==> src/rtl/decoder_rr_arbiter.sv <==
// -----------------------------------------------------------------------------
// decoder_rr_arbiter
//
// Purpose:
//   Round-robin arbiter that shares a 3-to-8 one-hot decoder among 8
//   requesters. A winner is chosen from IDLE and its index is held. The index
//   drives a registered one-hot grant bus until the owner signals done or
//   withdraws its request. After every grant there is at least one cycle with
//   no grant. The search pointer then moves to the slot after the last owner.
//
// Optional feature (macro DECODER_ARB_TIMEOUT_EN):
//   When defined, a grant that lasts HOLD_MAX cycles without a release is
//   reclaimed. The release happens as normal, and timeout pulses high for the
//   idle cycle that follows. When undefined, timeout is tied to 0.
//
// Parameters:
//   HOLD_MAX  maximum grant length in cycles before forced release (1..255)
//   CNT_W     hold counter width; 2**CNT_W must exceed HOLD_MAX
//
// Ports:
//   clk        in   1  system clock, rising edge
//   rst        in   1  synchronous active-high reset
//   enable     in   1  arbitration enable (new grants only)
//   req        in   8  request vector
//   done       in   1  owner releases the resource (used only while granted)
//   gnt        out  8  registered one-hot grant, zero when no grant
//   gnt_idx    out  3  index of current or last owner
//   gnt_valid  out  1  a grant is active
//   timeout    out  1  one-cycle pulse after a forced release
// -----------------------------------------------------------------------------
module decoder_rr_arbiter #(
  parameter int HOLD_MAX = 15,
  parameter int CNT_W    = 8
) (
  input  logic       clk,
  input  logic       rst,
  input  logic       enable,
  input  logic [7:0] req,
  input  logic       done,
  output logic [7:0] gnt,
  output logic [2:0] gnt_idx,
  output logic       gnt_valid,
  output logic       timeout
);

  typedef enum logic {IDLE, GRANT} state_t;

  // At this count the increment taken this cycle would reach HOLD_MAX. The
  // grant has then been visible for exactly HOLD_MAX cycles.
  localparam logic [CNT_W-1:0] HOLD_LAST = CNT_W'(HOLD_MAX - 1);
  localparam logic [CNT_W-1:0] CNT_SAT   = {CNT_W{1'b1}};

  state_t           state_reg, state_next;
  logic [2:0]       ptr_reg, ptr_next;
  logic [2:0]       idx_reg, idx_next;
  logic [7:0]       gnt_reg, gnt_next;
  logic             timeout_reg, timeout_next;
  logic [CNT_W-1:0] cnt_reg, cnt_next;

  // Request vector rotated so that bit 0 is the slot at the search pointer.
  logic [7:0] req_rot;
  logic [2:0] win_off;
  logic [2:0] winner;
  logic       release_now;
  logic       at_limit;

  genvar gi;
  generate
    for (gi = 0; gi < 8; gi++) begin : g_rot
      assign req_rot[gi] = req[ptr_reg + 3'(gi)];
    end
  endgenerate

  // Lowest set bit of the rotated vector is the first requester at or after
  // ptr. The descending scan leaves the lowest index as the final value.
  always_comb begin
    win_off = 3'd0;
    for (int k = 7; k >= 0; k--) begin
      if (req_rot[k]) win_off = 3'(k);
    end
  end

  assign winner      = ptr_reg + win_off;
  assign release_now = done || !req[idx_reg];
  assign at_limit    = (cnt_reg >= HOLD_LAST);

`ifndef DECODER_ARB_TIMEOUT_EN
  // The limit only matters when forced release is built in.
  logic unused_limit;
  assign unused_limit = at_limit;
`endif

  always_comb begin
    state_next   = state_reg;
    ptr_next     = ptr_reg;
    idx_next     = idx_reg;
    gnt_next     = gnt_reg;
    cnt_next     = cnt_reg;
    timeout_next = 1'b0;

    case (state_reg)
      IDLE: begin
        if (enable && (|req)) begin
          state_next = GRANT;
          idx_next   = winner;
          gnt_next   = 8'h01 << winner;
          cnt_next   = '0;
        end
      end

      GRANT: begin
        if (release_now) begin
          state_next = IDLE;
          ptr_next   = idx_reg + 3'd1;
          gnt_next   = 8'h00;
`ifdef DECODER_ARB_TIMEOUT_EN
        end else if (at_limit) begin
          // A done or withdrawal in the same cycle takes the branch above,
          // so timeout marks only a true stall.
          state_next   = IDLE;
          ptr_next     = idx_reg + 3'd1;
          gnt_next     = 8'h00;
          timeout_next = 1'b1;
`endif
        end else if (cnt_reg != CNT_SAT) begin
          cnt_next = cnt_reg + 1'b1;
        end
      end

      default: begin
        state_next = IDLE;
        gnt_next   = 8'h00;
      end
    endcase
  end

  always_ff @(posedge clk) begin
    if (rst) begin
      state_reg   <= IDLE;
      ptr_reg     <= 3'd0;
      idx_reg     <= 3'd0;
      gnt_reg     <= 8'h00;
      cnt_reg     <= '0;
      timeout_reg <= 1'b0;
    end else begin
      state_reg   <= state_next;
      ptr_reg     <= ptr_next;
      idx_reg     <= idx_next;
      gnt_reg     <= gnt_next;
      cnt_reg     <= cnt_next;
      timeout_reg <= timeout_next;
    end
  end

  assign gnt       = gnt_reg;
  assign gnt_idx   = idx_reg;
  assign gnt_valid = (state_reg == GRANT);
  assign timeout   = timeout_reg;

endmodule

==> config.mk <==
export PLATFORM = sky130hd
export DESIGN_NAME = decoder_rr_arbiter
export DESIGN_NICKNAME = d
export VERILOG_FILES = /design/src/rtl/decoder_rr_arbiter.sv
export SDC_FILE = /design/constraint.sdc
export NUM_CORES = 1
export LEC_CHECK = 0
export CORE_MARGIN = 3
export CORE_UTILIZATION = 50
export CTS_CLUSTER_SIZE = 30
export DETAILED_ROUTE_END_ITERATION = 12
export PLACE_DENSITY = 0.76
export SYNTH_ARGS = -nofsm -noshare
export SYNTH_HDL_FRONTEND = slang
export SYNTH_SLANG_ARGS = --single-unit
==> constraint.sdc <==
create_clock -name clk -period 5.6 [get_ports clk]
set_clock_uncertainty 0.2 [all_clocks]
set_input_delay 0.56 -clock clk [delete_from_list [all_inputs] [get_ports clk]]
set_output_delay 0.56 -clock clk [all_outputs]
set_load 0.02 [all_outputs]
==> results of run 1 <==
==> critical path: cells and delay by family, from the launching register on <==
family / cells / cell delay (ns)
compound gates: 2 / 0.52
buf+inv: 1 / 0.15
fa+ha+maj: 2 / 0.99
simple gates: 6 / 1.21
flops: 1 / 0.56
mux: 2 / 0.90
==> kinds of logic after synthesis <==
| kind of cell | after synthesis |
|---|---|
| multiplexers | 24 |
| buffers and inverters | 17 |
| AO/OA/AOI/OAI | 24 |
| XOR/XNOR | 6 |
| other | 1 |
| flip-flops | 15 |
| AND/OR/NAND/NOR | 66 |
| adder cells (fa/ha/maj) | 5 |
==> metal layers <==
| layer | vias to the layer above | track usage (%) |
|---|---|---|
| li1 | 618 | - |
| met1 | 640 | 26.88 |
| met2 | 33 | 31.48 |
| met3 | 4 | 4.320 |
| met4 | 0 | 3.797 |
| met5 | - | 0 |
==> worst paths after layout <==
kind / cells after the start / to / start / slack (ns)
min: 2 / gnt[1] / gnt[1] / 0.27
max reg2reg: 13 / gnt[2] / ptr_reg[1] / 0.99
max: 13 / gnt[2] / ptr_reg[1] / 0.99
min reg2reg: 2 / gnt[1] / gnt[1] / 0.27
==> through the flow <==
step           hold slack (ns)  utilization [%]  instances  cell area [sq um]
2_1_floorplan           0.3355                -        158               1470
3_3_place_gp            0.2391            60.19        201               1674
3_5_place_dp            0.2513            60.19        201               1674
4_1_cts                 0.2703            61.13        205               1700
5_1_grt                 0.2804            61.13        205               1700
6_report                0.2662            61.13        205               1700
==> layout make-up <==
type                       instances  area, sq um  share of cell area [%]
tap                               31        38.79                   2.281
multi-input combinational        126         1079                   63.43
inverter                           5        18.77                   1.104
timing repair buffer              24        237.7                   13.98
sequential                        15        300.3                   17.66
clock buffer                       4        26.28                   1.545
==> cell usage in the layout, fill, tap and decap left out, drive strengths merged, types with 3 or more instances in the layout <==
cell type,synthesis,routed
nand3,17,17
clkdlybuf4s50,0,23
nand2b,3,3
nand4b,3,3
mux2i,9,9
nand2,10,10
mux4,14,14
xnor2,3,3
dfxtp,15,15
inv,5,5
clkbuf,4,4
nor2,24,24
xor2,3,3
a21oi,6,6
ha,4,4
o21ai,11,11
==> power breakdown <==
group / leakage (nW) / switching, mW / internal [mW]
sequential: 0.122 / 0.00953 / 0.114
combinational: 0.467 / 0.0883 / 0.0779
clock: 0.0150 / 0.0336 / 0.0276
==> impl_metrics.py, run 1 <==
metrics = {
    "synth": {
        "syn_inst": 158,
        "synth_edf_count": 0,
        "yosys.area.top_type": "dfxtp_1",
        "netlist-cell-type-count": 41,
        "syn_avg_cell_area_sq_um": 9.305,
        "async_reset_ff_share_pct": 0,
        "synth-xor-area-share_pct": 3.574,
        "synth.cell_area_sq_mm": 0.001470,
        "yosysTopAreaCellShare_pct": 20.43,
        "yosys_warnings": 0,
        "yosysSeqAreaShare_pct": 20.43,
        "synth-seq-cells": 15,
        "syn-num-nets": 175,
        "synth.area.top_cells": "dfxtp_1 (20%), mux4_2 (18%), nor2_1 (6.1%), nand3_1 (5.8%), mux2i_1 (4.8%)",
        "synthSimpleGateAreaFrac_pct": 22.89,
        "synth_top_family_by_area": "multiplexers",
        "synthMostInstantiatedCell": "nor2_1",
        "synthMuxAreaShare_pct": 29.96,
        "synth_fa_ha_area_share_pct": 4.766,
        "synth-compound-area-share_pct": 11.91,
        "synth-main-ff-cell": "dfxtp_1",
        "synth_common_cells": "nor2_1 (24), nand3_1 (17), dfxtp_1 (15)",
    },
    "timing": {
        "rsz0062_at_grt": "no",
        "finalHoldViolCount": 0,
        "slew_headroom_pct": 39.07,
        "tns_ns": 0,
        "fmax_mhz": 217.0,
        "fin_crit_ns": 4.608,
        "setup_viol": 0,
        "tightest_slew_ns": 0.9139,
        "fin_crit_sh_pct": 82.29,
        "drv_slew": 0,
        "setup_slack_ns": 0.9918,
    },
    "cts": {
        "holdBufCountCts": 0,
        "cts_buffers": 3,
        "cts_tree": "yes",
        "clockRootBuffer": "clkbuf_4",
        "cts.reportedPaths.clkPinSlew_ns": 0.09,
        "cts.repair.resized": 0,
        "clock_path_buffers": 2,
        "post-cts-setup-buffer-count": 0,
        "clk_latency_ns": 0.28,
        "htree_levels": 1,
        "clock_sinks": 15,
    },
    "layout": {
        "largest_reg_flops": 8,
        "final_nets": 192,
        "final.fill_count": 222,
        "area_delta_synth_final_pct": 15.66,
        "layout-drive-gt1-share_pct": 14.37,
        "diodes": 0,
    },
    "route": {
        "wl_met2_um": 1521,
        "drt-met1-wl_um": 1513,
        "first_pass_iters": 4,
        "num_vias": 1295,
        "postRouteWirelength_um": 3185,
        "viasPerCell": 6.317,
        "wire_per_inst_um": 15.54,
        "drcViolationCount": 0,
        "ant_nets": 0,
        "drtIter0Drc": 60,
        "met3WireLength_um": 124,
        "top_layer_used": "met4",
    },
    "die": {
        "die-area_sq_mm": 0.003627,
        "core_sq_mm": 0.002781,
        "num_rows": 19,
        "fp.dieW_um": 60.23,
        "die_h_um": 60.23,
        "ios": 25,
        "start_util_pct": 52.86,
    },
    "critical_path": {
        "worst_path_max_delay_cell": "mux4_2",
        "start_kind": "register",
        "endpoint_kind": "register",
        "slowest_delay_ns": 0.59,
        "crit_type": "register to register",
        "worstPathRequired_ns": 5.62,
        "critPathMaxFanout": 11,
        "path_cells": "inv_1 -> ha_1 -> mux4_2 -> mux2_2 -> nand2b_1 -> a32o_1 -> a22oi_1 -> fa_1 -> nor2_1 -> or4bb_1 -> nor2_1 -> nand3_1 -> nand3_1",
        "arrival_ns": 4.63,
    },
    "place": {
        "hpwl_um": 2461,
        "port_buffers": 23,
        "gp_congestion": 0.8356,
        "place_ws_ns": 1.021,
    },
    "power_and_ir_drop": {
        "p_total_mw": 0.3512,
        "leakage_nw": 0.6041,
        "ir_drop_mv": 0.1996,
        "power_density_mw_per_mm2": 206.5,
    },
    "global_routing": {
        "grt_max_degree": 15,
        "grt_pass1_vias": 1196,
        "grt_pass1_wl_um": 5485,
        "grt_use_total_pct": 19.52,
        "antenna_found_initial": 0,
        "overflow": 0,
    },
    "hold_path": {
        "hp-class": "register to register",
    },
    "run_status": {
        "status": "finished, final reports clean",
    },
    "job": {
        "drv_cap": 0,
    },
}
(Power assumes the default switching activity.)
==> inputs of run 2 (changes only) <==
==> constraint.sdc (replaced) <==
create_clock -name clk -period 4.6 [get_ports clk]
set_clock_uncertainty 0.2 [all_clocks]
set_input_delay 0.46 -clock clk [delete_from_list [all_inputs] [get_ports clk]]
set_output_delay 0.46 -clock clk [all_outputs]
set_load 0.02 [all_outputs]
==> impl_metrics.py, run 2 (synthesis gave the netlist of run 1 again) <==
metrics = {
    "cts": {
        "cts.repair.resized": 0,
        "clk_latency_ns": 0.28,
        "cts.reportedPaths.clkPinSlew_ns": 0.09,
        "post-cts-setup-buffer-count": 0,
        "cts_buffers": 3,
        "cts_tree": "yes",
        "holdBufCountCts": 0,
        "clockRootBuffer": "clkbuf_4",
        "clock_sinks": 15,
        "clock_path_buffers": 2,
        "htree_levels": 1,
    },
    "timing": {
        "tns_ns": 0,
        "fmax_mhz": 240.3,
        "tightest_slew_ns": 0.8667,
        "drv_slew": 0,
        "slew_headroom_pct": 42.22,
        "finalHoldViolCount": 0,
        "fin_crit_sh_pct": 90.48,
        "rsz0062_at_grt": "no",
        "setup_slack_ns": 0.4379,
        "fin_crit_ns": 4.162,
        "setup_viol": 0,
    },
    "die": {
        "start_util_pct": 52.86,
        "die_h_um": 60.23,
        "fp.dieW_um": 60.23,
        "core_sq_mm": 0.002781,
        "die-area_sq_mm": 0.003627,
        "ios": 25,
        "num_rows": 19,
    },
    "critical_path": {
        "crit_type": "register to register",
        "worstPathRequired_ns": 4.63,
        "start_kind": "register",
        "critPathMaxFanout": 6,
        "endpoint_kind": "register",
        "arrival_ns": 4.19,
    },
    "route": {
        "viasPerCell": 6.212,
        "postRouteWirelength_um": 3363,
        "ant_nets": 0,
        "first_pass_iters": 4,
        "wire_per_inst_um": 16.17,
        "drcViolationCount": 0,
        "drtIter0Drc": 59,
        "num_vias": 1292,
    },
    "power_and_ir_drop": {
        "switchingPower_mw": 0.1625,
        "p_total_mw": 0.4333,
        "pwr-share-comb_pct": 48.6,
        "p_int_mw": 0.2708,
        "leakage_nw": 0.6194,
        "ir_drop_mv": 0.2111,
        "power_density_mw_per_mm2": 251.5,
        "sw_frac_of_total_pct": 37.50,
        "clkPwrFrac_pct": 17.2,
        "seqPwrFrac_pct": 34.2,
    },
    "layout": {
        "largest_reg_flops": 8,
        "layout_common_cells": "nor2_1 (24), clkdlybuf4s50_1 (23), nand3_1 (17), dfxtp_1 (15), mux4_2 (12)",
        "final_common_cell": "nor2_1",
        "diodes": 0,
        "final_nets": 195,
        "final_cells": 208,
        "postLayoutCoreUtil_pct": 61.94,
        "layout-drive-gt1-share_pct": 15.82,
        "area_delta_synth_final_pct": 17.19,
    },
    "place": {
        "port_buffers": 23,
        "place_ws_ns": 0.2901,
        "gp_congestion": 0.8091,
        "place_inst": 204,
        "hpwl_um": 2615,
    },
    "global_routing": {
        "grt_max_degree": 13,
        "overflow": 0,
        "grt_pass1_wl_um": 5782,
        "antenna_found_initial": 0,
        "grt_pass1_vias": 1274,
        "grt_use_total_pct": 20.94,
    },
    "hold_path": {
        "hp-class": "register to register",
    },
    "run_status": {
        "status": "finished, final reports clean",
    },
    "job": {
        "drv_cap": 0,
    },
}
## run 2: worst paths after layout
check	slack [ns]	end	depth (start not counted)	from
worst min register to register	0.26	gnt[5]	2	gnt[5]
worst max-delay path	0.44	gnt[2]	13	ptr_reg[0]
worst min-delay path	0.26	gnt[5]	2	gnt[5]
worst max register to register	0.44	gnt[2]	13	ptr_reg[0]
## run 2: per-stage QoR
step	hold slack, ns	cell area, sq um
3_3_place_gp	0.2377	1697
2_1_floorplan	0.3355	1470
3_5_place_dp	0.2441	1697
6_report	0.2608	1723
5_1_grt	0.2864	1723
4_1_cts	0.2649	1723
## run 2: routing by layer
metal	global-route usage, %	up-vias	part of all wire [%]
li1	-	625	-
met1	27.52	618	45
met2	34.72	43	49
met3	4.104	6	4.5
met4	6.013	0	1.1
met5	0	-	0
## run 2: power groups by stage
stage	Clock, mW	Combinational, mW	Sequential (mW)
floorplan	0	0.147	0.159
CTS	0.0771	0.210	0.148
finish	0.0746	0.211	0.148
global placement	0	0.202	0.151
global route	0.0806	0.229	0.150
detailed placement	0	0.209	0.152
## run 2: final cells by class
class | count | area (sq um)
Fill cell | 227 | 1059
Sequential cell | 15 | 300.3
Multi-Input combinational cell | 126 | 1079
Tap cell | 31 | 38.79
Clock buffer | 4 | 26.28
Inverter | 5 | 18.77
Timing Repair Buffer | 27 | 260.3
## run 2: critical path: stages (launching register included)
cell	delay, ns
dfxtp_1	0.35
inv_2	0.09
ha_1	0.48
mux4_2	0.59
mux2_2	0.31
nand2b_1	0.18
a32o_1	0.23
a22oi_1	0.25
fa_1	0.51
nor2_1	0.14
or4bb_1	0.43
nor2_1	0.14
nand3_1	0.09
nand3_1	0.11
==> inputs of run 3 (changes only) <==
--- a/config.mk
+++ b/config.mk
@@ -5,7 +5,7 @@
 export SDC_FILE = /design/constraint.sdc
 export NUM_CORES = 1
 export LEC_CHECK = 0
-export CORE_MARGIN = 3
+export ABC_CLOCK_PERIOD_IN_PS = 4600
 export CORE_UTILIZATION = 50
 export CTS_CLUSTER_SIZE = 30
 export DETAILED_ROUTE_END_ITERATION = 12
==> impl_metrics.py, run 3 (synthesis gave the netlist of run 1 again) <==
metrics = {
    "timing": {
        "holdWs_ns": 0.2692,
        "setup_viol": 0,
        "fin_crit_sh_pct": 92.52,
        "fin_crit_ns": 4.256,
        "tightest_slew_ns": 0.9154,
        "setup_slack_ns": 0.3441,
        "slew_headroom_pct": 38.97,
        "finalHoldViolCount": 0,
        "rsz0062_at_grt": "no",
        "drv_slew": 0,
        "tns_ns": 0,
        "fmax_mhz": 235.0,
    },
    "place": {
        "place_inst": 204,
        "place_ws_ns": 0.3049,
        "hpwl_um": 2585,
        "port_buffers": 23,
        "gp_congestion": 0.8016,
    },
    "route": {
        "drtIter0Drc": 47,
        "ant_nets": 0,
        "viasPerCell": 6.346,
        "first_pass_iters": 4,
        "num_vias": 1320,
        "postRouteWirelength_um": 3454,
        "wire_per_inst_um": 16.61,
        "drcViolationCount": 0,
    },
    "layout": {
        "area_delta_synth_final_pct": 17.28,
        "multi_input_area_sq_mm": 0.001079,
        "layout-drive-gt1-share_pct": 16.38,
        "layout_common_cells": "nor2_1 (24), clkdlybuf4s50_1 (23), nand3_1 (17), dfxtp_1 (15), mux4_2 (12)",
        "postLayoutCoreUtil_pct": 61.99,
        "final.fill_count": 221,
        "final_common_cell": "nor2_1",
        "largest_reg_flops": 8,
        "seq_area_sq_um": 300.3,
        "final_cells": 208,
        "final_nets": 195,
        "diodes": 0,
    },
    "die": {
        "die-area_sq_mm": 0.003161,
        "fp.dieW_um": 56.23,
        "num_rows": 19,
        "ios": 25,
        "die_h_um": 56.23,
        "core_sq_mm": 0.002781,
        "start_util_pct": 52.86,
    },
    "critical_path": {
        "start_kind": "register",
        "reg2reg_depth": 13,
        "crit_end": "gnt[2]",
        "crit-reg2reg-launch": "ptr_reg[0]",
        "arrival_ns": 4.29,
        "reg2reg_slack_ns": 0.34,
        "endpoint_kind": "register",
        "critPathMaxFanout": 6,
        "crit_type": "register to register",
        "startpoint": "ptr_reg[0]",
        "worstPathRequired_ns": 4.64,
        "r2r_end": "gnt[2]",
    },
    "power_and_ir_drop": {
        "ir_drop_mv": 0.2527,
        "leakage_nw": 0.6221,
        "power_density_mw_per_mm2": 254.4,
    },
    "cts": {
        "htree_levels": 1,
        "clock_path_buffers": 2,
        "cts_tree": "yes",
        "clockRootBuffer": "clkbuf_4",
        "clk_latency_ns": 0.29,
        "cts.reportedPaths.clkPinSlew_ns": 0.10,
        "holdBufCountCts": 0,
        "cts_buffers": 3,
        "clock_sinks": 15,
        "cts.repair.resized": 0,
        "post-cts-setup-buffer-count": 0,
    },
    "global_routing": {
        "overflow": 0,
        "grt_use_total_pct": 23.68,
        "antenna_found_initial": 0,
        "grt_pass1_wl_um": 5899,
        "grt_pass1_vias": 1298,
        "grt_max_degree": 13,
    },
    "hold_path": {
        "hp-class": "register to register",
    },
    "run_status": {
        "status": "finished, final reports clean",
    },
    "job": {
        "drv_cap": 0,
    },
}
[run 3: worst min path at each step]
stage	from	to	slack [ns]	cells after the start
after floorplan	gnt[1]	gnt[1]	0.34	2
after global placement	gnt[5]	gnt[5]	0.24	2
after detailed placement	gnt[1]	gnt[1]	0.25	2
after CTS	gnt[5]	gnt[5]	0.27	2
after global routing	gnt[1]	gnt[1]	0.30	2
final	gnt[5]	gnt[5]	0.27	2
[run 3: power by group]
group | switching (mW) | internal, mW | total, mW
sequential | 0.00942 | 0.139 | 0.148
combinational | 0.114 | 0.0984 | 0.213
clock | 0.0453 | 0.0323 | 0.0777
[run 3: critical path, cell delays in order (launching register included)]
cell and delay, ns:
dfxtp_1 0.36, inv_2 0.09, ha_1 0.48, mux4_2 0.60, mux2_2 0.31, nand2b_1 0.18, a32o_1 0.23, a22oi_1 0.25
fa_1 0.51, nor2_1 0.16, or4bb_1 0.42, nor2_1 0.16, nand3_1 0.12, nand3_1 0.13
[run 3: metrics by stage]
stage | area [sq um] | power [mW]
finish | 1724 | 0.4386
detailed placement | 1697 | 0.3608
floorplan | 1470 | 0.3056
global route | 1724 | 0.4627
global placement | 1697 | 0.3525
CTS | 1724 | 0.4363
[run 3: cell type report]
| type | count | share of cell area [%] |
|---|---|---|
| Timing Repair Buffer | 27 | 15.09 |
| Multi-Input combinational cell | 126 | 62.55 |
| Clock inverter | 1 | 0.2903 |
| Sequential cell | 15 | 17.42 |
| Clock buffer | 3 | 1.306 |
| Tap cell | 31 | 2.250 |
| Inverter | 5 | 1.089 |
[run 3: layer usage]
layer | routed length (um) | global-route usage, % | share of wire (%)
met3 | 130 | 4.651 | 3.8
met5 | 0 | 0 | 0
met4 | 65 | 6.272 | 1.9
met1 | 1575 | 32.09 | 46
met2 | 1684 | 38.78 | 49
